### config.mk
export PLATFORM = sky130hd
export DESIGN_NAME = ysyx_22051086_axi_arbiter
export DESIGN_NICKNAME = d
export VERILOG_FILES = /design/src/rtl/ysyx_22051086_axi_arbiter.sv
export SDC_FILE = /design/constraint.sdc
export NUM_CORES = 1
export LEC_CHECK = 0
export ABC_AREA = 1
export ABC_CLOCK_PERIOD_IN_PS = 10000
export BUFFER_PORTS_ARGS = -buffer_cell sky130_fd_sc_hd__buf_2
export CORE_AREA = 2 2 205 207
export DETAILED_ROUTE_END_ITERATION = 10
export DIE_AREA = 0 0 207 209
export GPL_TIMING_DRIVEN = 1
export PLACE_DENSITY_LB_ADDON = 0.08
export SYNTH_ARGS = -nofsm -noshare
export SYNTH_HDL_FRONTEND = slang
export SYNTH_SLANG_ARGS = --single-unit
### constraint.sdc
create_clock -name clk -period 10 [get_ports clk]
set_input_delay 2 -clock clk [delete_from_list [all_inputs] [get_ports clk]]
set_output_delay 2 -clock clk [all_outputs]
set_load 0.05 [all_outputs]
### src/rtl/ysyx_22051086_axi_arbiter.sv
// Two-master (ICACHE, DCACHE) to one-slave AXI4-Lite arbiter.
// One transaction outstanding at a time; round-robin between I and D.
module ysyx_22051086_axi_arbiter #(
   parameter int ADDR_W = 32,
   parameter int DATA_W = 64
) (
   input  logic                  clk,
   input  logic                  rst,
   // ICACHE read
   input  logic [ADDR_W-1:0]     i_araddr,
   input  logic                  i_arvalid,
   output logic                  i_arready,
   output logic [DATA_W-1:0]     i_rdata,
   output logic [1:0]            i_rresp,
   output logic                  i_rvalid,
   input  logic                  i_rready,
   // DCACHE read
   input  logic [ADDR_W-1:0]     d_araddr,
   input  logic                  d_arvalid,
   output logic                  d_arready,
   output logic [DATA_W-1:0]     d_rdata,
   output logic [1:0]            d_rresp,
   output logic                  d_rvalid,
   input  logic                  d_rready,
   // DCACHE write
   input  logic [ADDR_W-1:0]     d_awaddr,
   input  logic                  d_awvalid,
   output logic                  d_awready,
   input  logic [DATA_W-1:0]     d_wdata,
   input  logic [DATA_W/8-1:0]   d_wstrb,
   input  logic                  d_wvalid,
   output logic                  d_wready,
   output logic [1:0]            d_bresp,
   output logic                  d_bvalid,
   input  logic                  d_bready,
   // memory side
   output logic [ADDR_W-1:0]     m_araddr,
   output logic                  m_arvalid,
   input  logic                  m_arready,
   input  logic [DATA_W-1:0]     m_rdata,
   input  logic [1:0]            m_rresp,
   input  logic                  m_rvalid,
   output logic                  m_rready,
   output logic [ADDR_W-1:0]     m_awaddr,
   output logic                  m_awvalid,
   input  logic                  m_awready,
   output logic [DATA_W-1:0]     m_wdata,
   output logic [DATA_W/8-1:0]   m_wstrb,
   output logic                  m_wvalid,
   input  logic                  m_wready,
   input  logic [1:0]            m_bresp,
   input  logic                  m_bvalid,
   output logic                  m_bready
);

   typedef enum logic [2:0] {IDLE, I_AR, I_R, D_AR, D_R, D_W, D_B} state_t;

   state_t               state, state_nxt;
   logic                 last_grant, last_grant_nxt;
   logic                 aw_done, aw_done_nxt, w_done, w_done_nxt;
   logic [ADDR_W-1:0]    arb_addr;
   logic [DATA_W-1:0]    arb_wdata;
   logic [DATA_W/8-1:0]  arb_wstrb;
   logic                 grant_i, grant_dr, grant_dw;
   logic                 d_wreq, d_req, aw_fin, w_fin;

   always_ff @(posedge clk or posedge rst) begin
      if (rst) begin
         state      <= IDLE;
         last_grant <= 1'b0;
         aw_done    <= 1'b0;
         w_done     <= 1'b0;
         arb_addr   <= '0;
         arb_wdata  <= '0;
         arb_wstrb  <= '0;
      end else begin
         state      <= state_nxt;
         last_grant <= last_grant_nxt;
         aw_done    <= aw_done_nxt;
         w_done     <= w_done_nxt;
         if (grant_i)
            arb_addr <= i_araddr;
         else if (grant_dw) begin
            arb_addr  <= d_awaddr;
            arb_wdata <= d_wdata;
            arb_wstrb <= d_wstrb;
         end else if (grant_dr)
            arb_addr <= d_araddr;
      end
   end

   always_comb begin
      state_nxt      = state;
      last_grant_nxt = last_grant;
      aw_done_nxt    = aw_done;
      w_done_nxt     = w_done;
      grant_i        = 1'b0;
      grant_dr       = 1'b0;
      grant_dw       = 1'b0;
      aw_fin         = 1'b0;
      w_fin          = 1'b0;
      d_wreq         = d_awvalid && d_wvalid;
      d_req          = d_wreq || d_arvalid;
      i_arready = 1'b0; i_rdata = '0; i_rresp = '0; i_rvalid = 1'b0;
      d_arready = 1'b0; d_rdata = '0; d_rresp = '0; d_rvalid = 1'b0;
      d_awready = 1'b0; d_wready = 1'b0; d_bresp = '0; d_bvalid = 1'b0;
      m_araddr  = '0; m_arvalid = 1'b0; m_rready = 1'b0;
      m_awaddr  = '0; m_awvalid = 1'b0;
      m_wdata   = '0; m_wstrb = '0; m_wvalid = 1'b0;
      m_bready  = 1'b0;

      case (state)
         IDLE: begin
            // last_grant=0 favours I on contention; set to 1 after an I grant
            if (!rst) begin
               if (i_arvalid && (!d_req || !last_grant)) grant_i = 1'b1;
               else if (d_wreq)                          grant_dw = 1'b1;
               else if (d_arvalid)                       grant_dr = 1'b1;
            end
            i_arready = grant_i;
            d_awready = grant_dw;
            d_wready  = grant_dw;
            d_arready = grant_dr;
            if (grant_i) begin
               state_nxt      = I_AR;
               last_grant_nxt = 1'b1;
            end else if (grant_dw) begin
               state_nxt      = D_W;
               last_grant_nxt = 1'b0;
            end else if (grant_dr) begin
               state_nxt      = D_AR;
               last_grant_nxt = 1'b0;
            end
         end
         I_AR, D_AR: begin
            m_arvalid = 1'b1;
            m_araddr  = arb_addr;
            if (m_arready) state_nxt = (state == I_AR) ? I_R : D_R;
         end
         I_R: begin
            m_rready = i_rready;
            i_rvalid = m_rvalid;
            i_rdata  = m_rdata;
            i_rresp  = m_rresp;
            if (m_rvalid && i_rready) state_nxt = IDLE;
         end
         D_R: begin
            m_rready = d_rready;
            d_rvalid = m_rvalid;
            d_rdata  = m_rdata;
            d_rresp  = m_rresp;
            if (m_rvalid && d_rready) state_nxt = IDLE;
         end
         D_W: begin
            m_awvalid = !aw_done;
            m_awaddr  = arb_addr;
            m_wvalid  = !w_done;
            m_wdata   = arb_wdata;
            m_wstrb   = arb_wstrb;
            // AW and W may complete in either order or together
            aw_fin    = aw_done || m_awready;
            w_fin     = w_done || m_wready;
            if (aw_fin && w_fin) begin
               state_nxt   = D_B;
               aw_done_nxt = 1'b0;
               w_done_nxt  = 1'b0;
            end else begin
               aw_done_nxt = aw_fin;
               w_done_nxt  = w_fin;
            end
         end
         D_B: begin
            d_bvalid = m_bvalid;
            d_bresp  = m_bresp;
            m_bready = d_bready;
            if (m_bvalid && d_bready) state_nxt = IDLE;
         end
         default: state_nxt = IDLE;
      endcase
   end

endmodule

# ---- After elaboration in Yosys (flattened, before gate mapping)
# Index checks and enable logic that the tools add are counted.
dict set report totals {
  mem_bits_ro 0
  memories 0
  ramBits 0
  latchBits 0
  reg_bits 110
  out_inout_bits 282
}
dict set report classes {
  bitwise_logic 1
  reduce_logical 21
  shift 0
  div 0
  magnitude_cmp 0
  n_mux 50
  mul 0
  eq_ne 12
  add_sub_neg 0
}
# cell count
set ops {}
lappend ops {{$mux 64} 3}
lappend ops {{$mux 32} 5}
lappend ops {{$mux 1} 27}
lappend ops {{$mux 3} 9}
lappend ops {{$pmux 3 s6} 1}
lappend ops {{$ne 2x2->1 const B} 5}
lappend ops {{$eq 3x3->1 const B} 3}
lappend ops {{$mux 8} 1}
lappend ops {{$eq 3x2->1 const B} 2}
lappend ops {{$logic_and 1x1->1} 6}
lappend ops {{$mux 2} 3}
lappend ops {{$reduce_and 6->1} 1}
lappend ops {{$reduce_bool 3->1} 2}
lappend ops {{$logic_not 1->1} 4}
lappend ops {{$logic_or 1x1->1} 4}
lappend ops {{$ne 4x4->1 const B} 1}
lappend ops {{$reduce_and 2->1} 2}
lappend ops {{$eq 3x1->1 const B} 1}
lappend ops {{$logic_not 3->1} 1}
lappend ops {{$pmux 1 s2} 1}
lappend ops {{$reduce_or 2->1} 1}
lappend ops {{$not 1->1} 1}

# ---- Longest topological paths before layout
dict set report depth {
  word_depth 12
  ltp_mapped 12
}

# ---- Worst setup path after synthesis
# No wires, ideal clock.
dict set report synth_timing {
  path_kind {in2out}
  start {input rst}
  end {output d_wready}
  arrival_ns 4.753
  path_stages 8
  setup_slack_ns 3.247
  cell_sequence {inv_2 > nand3_1 > nor2_4 > nand2_2 > inv_2 > buf_2 > buf_4 > buf_4}
}
dict set report synth_between {
  elab_chain_len 3
}
# item line_no
set synth_rtl {}
lappend synth_rtl {{start: declaration} 8} ;# input logic rst,
lappend synth_rtl {{$mux 1} 115} ;# if (!rst) begin
lappend synth_rtl {{$mux 1} 112} ;# case (state)
lappend synth_rtl {{$mux 1} --}
lappend synth_rtl {{end: declaration} 32} ;# output logic d_wready,
# No other way between the ends. The select of a mux whose other input is x is not followed.

# ---- Worst setup path in the final report
dict set report layout_timing {
  start {input rst}
  end {output d_awready}
}
dict set report layout_between {
  elab_chain_len 3
}
# item line_no
set layout_rtl {}
lappend layout_rtl {{$mux 1} 115}
lappend layout_rtl {{$mux 1 (2 in series)} 112}
lappend layout_rtl {{end: declaration} 28} ;# output logic d_awready,
# No other way between the ends. The select of a mux whose other input is x is not followed.

==> run_results.csv <==
group,metric,value,unit
outcome,status,"complete, no violations",
placement,preCtsSetupSlack,2.81,ns
logic_synthesis,ys_ff_latch,110,
clock_tree,cts.sinks,110,
worst_setup_path,path_cells,"buf_2 -> inv_4 -> nand3_1 -> nor2_4 -> buf_4 -> nand2_2 -> inv_4 -> buf_2",
global_routing,overflow,0,
clock_tree,cts_buffers,9,
worst_setup_path,end_kind,"primary output",
sta,final.setup.tns,0,ns
worst_setup_path,worstPathArrival,5.04,ns
clock_tree,clk_latency,0.36,ns
placement,portBuffers,531,
worst_setup_path,cp_num_buf_inv,5,
floorplan,coreArea,41300,um2
worst_setup_path,cp-start-kind,"primary input",
logic_synthesis,syn_inst,1120,
sta,timing.final.ws_setup,2.96,ns
route,post_drt_wl_per_cell,15.7,um
route,drt-total-wl,33.7,mm
power_and_ir_drop,power.net_switching,0.00165,W
clock_tree,clkTransAtPathRegs,0.08,ns
global_routing,grt_max_degree,91,
run,maxCapViolCount,0,
route,drt_iter0_markers,383,
sta,final-setup-viol-count,0,
placement,place_congestion,0.852,
power_and_ir_drop,vdd_drop_max,89.9,uV
route,vias,8365,
floorplan,die_w,207,um
worst_setup_path,cp_max_fo,61,
clock_tree,clockBufferDepth,2,
logic_synthesis,seq_area_frac_synth,39.7,%
sta,fmax,0.142,GHz
clock_tree,root_buffer,"clkbuf_16",
power_and_ir_drop,internal-power,0.00122,W
logic_synthesis,yosysWarningCount,0,
sta,max_slew_margin,24.0,%
power_and_ir_drop,leakagePower,6.55,nW
sta,slew_viol_final,0,
clock_tree,cts_tree,"yes",
sta,hold_viol_final,0,
final_layout,layout-drive-gt1-share,35.6,%
clock_tree,cts_setup_buffers,0,
floorplan,die_h,209,um
clock_tree,cts_resized,0,
sta,min_period_over_period,70.4,%
global_routing,first_global_vias,8334,
global_routing,grtUsageTotal,15.0,%
route,vias_per_cell,3.89,
clock_tree,cts_hold_buffers,0,
logic_synthesis,synth_area,6930,um2
min_path,worstHoldPathType,"reg2reg",
global_routing,grt_pass1_wl,50.2,mm
floorplan,initial_utilization,16.8,%
logic_synthesis,synth_nets,1370,
power_and_ir_drop,combPwrFrac,60.3,%
logic_synthesis,postSynthAreaPerCell,6.19,um2
floorplan,die_area,43300,um2
sta,period_needed,7.04,ns
sta,fin_skew,0.0136,ns
worst_setup_path,cpMaxStageDelayCell,"inv_4",
placement,post-dp-hpwl,26.8,mm
sta,tightestPinTransition,1.14,ns
route,first_pass_iters,4,
final_layout,finalNetCount,1852,
worst_setup_path,reg2reg_slack,6.50,ns
worst_setup_path,crit_family,"buffers and inverters",
floorplan,row_count,75,
power_and_ir_drop,power.share.sequential,26.0,%
worst_setup_path,crit_type,"in2out",
worst_setup_path,worstPathRequired,8.00,ns
power_and_ir_drop,p_sw_share,57.6,%
final_layout,synthToLayoutAreaGrowth,48.1,%
sta,whs,0.483,ns
final_layout,final_util,24.9,%
sta,rsz0062_at_grt,"false",
logic_synthesis,synth_cell_type_count,20,
power_and_ir_drop,power_frac_clock,13.6,%
clock_tree,h-tree-depth,3,
global_routing,antenna_found_initial,7,
worst_setup_path,slowest_delay,0.64,ns
power_and_ir_drop,power_density,279,nW/um2
floorplan,pin_count,532,
route,drc,0,
route,drtAntennaViolNets,0,
-- layout by cell type, fill, tap and decap left out, drive strengths merged, types with 5 or more instances in the layout --
cell type  instances
buf              538
clkbuf             9
dfrtp            110
diode              7
inv              223
nand2            268
nand3             73
nand4              5
nor2             297
o21ai             77
-- power by group through the flow --
stage                     Clock (W)  Combinational [W]  Sequential [W]
after floorplan                   0            0.00134        0.000729
after CTS                  0.000417            0.00176        0.000749
after detailed placement          0            0.00176        0.000756
after global placement            0            0.00176        0.000755
after global routing       0.000428            0.00189        0.000775
final                      0.000390            0.00173        0.000746
-- worst min-delay path: cells and delay by family (launching register included) --
| kind | cells | cell delay, ns |
|---|---|---|
| flip-flops | 1 | 0.35 |
| AND/OR/NAND/NOR | 2 | 0.10 |
-- cell usage after synthesis --
cell type    n  area (um2)
inv_1      214         803
o31ai_1      1        7.51
nand2_1    262         983
clkbuf_1    25        93.8
nand4_1      5        31.3
o21ai_0     46         230
nand2_2      5        31.3
nand3_2      1        10.0
buf_6        8        90.1
nor2_2       1        6.26
nor2_1     293        1100
o21ai_1     31         155
dfrtp_1    110        2750
buf_2       24         120
nand3_1     72         360
nor2_4       3        33.8
nor3_1       3        15.0
nand2_4      1        11.3
buf_4       10        75.1
inv_2        5        18.8
-- final timing paths --
check | start | end | cells after the start
min reg2reg | arb_addr[27] | arb_addr[27] | 2
min in group asynchronous | rst | arb_wdata[61] | 2
max reg2reg | state[0] | arb_wdata[45] | 9
max | rst | d_awready | 8
min | arb_addr[27] | arb_addr[27] | 2
max in group asynchronous | rst | arb_wdata[51] | 3
-- metal layers --
metal,vias to the layer above,GRT usage [%],wire length (um)
met2,279,29.1,18500
li1,4232,-,-
met1,3828,16.9,13100
met3,26,2.39,1580
met5,-,0,0
met4,0,4.14,546
-- cell families after synthesis --
kind of cell / after synthesis / share of synthesized area [%]
AOI/OAI and AO/OA: 78 / 5.67
buffers and inverters: 286 / 17.3
DFF: 110 / 39.7
and+or+nand+nor: 646 / 37.3
-- through the flow --
step / power, W / cell area (um2) / instances
after floorplan: 0.00207 / 6930 / 1120
after detailed placement: 0.00251 / 9940 / 2130
after global placement: 0.00251 / 9940 / 2130
after CTS: 0.00293 / 10200 / 2146
after global routing: 0.00309 / 10300 / 2151
final: 0.00286 / 10300 / 2153
-- flip-flops by register name, summed over array words and instances, names as in the netlist --
name,flops
arb_wdata,64
arb_addr,32
arb_wstrb,8
state,3
aw_done,1
last_grant,1
w_done,1
-- cell type report --
cell class,count,area [um2]
multi-input cells,724,2980
repair buffers,538,2710
flip-flops and latches,110,2750
clock buffers,9,225
fillers,4902,31000
well taps,539,674
inverters,219,830
clock inverters,7,77.6
diodes,7,17.5
Power figures use the tool's default switching activity.
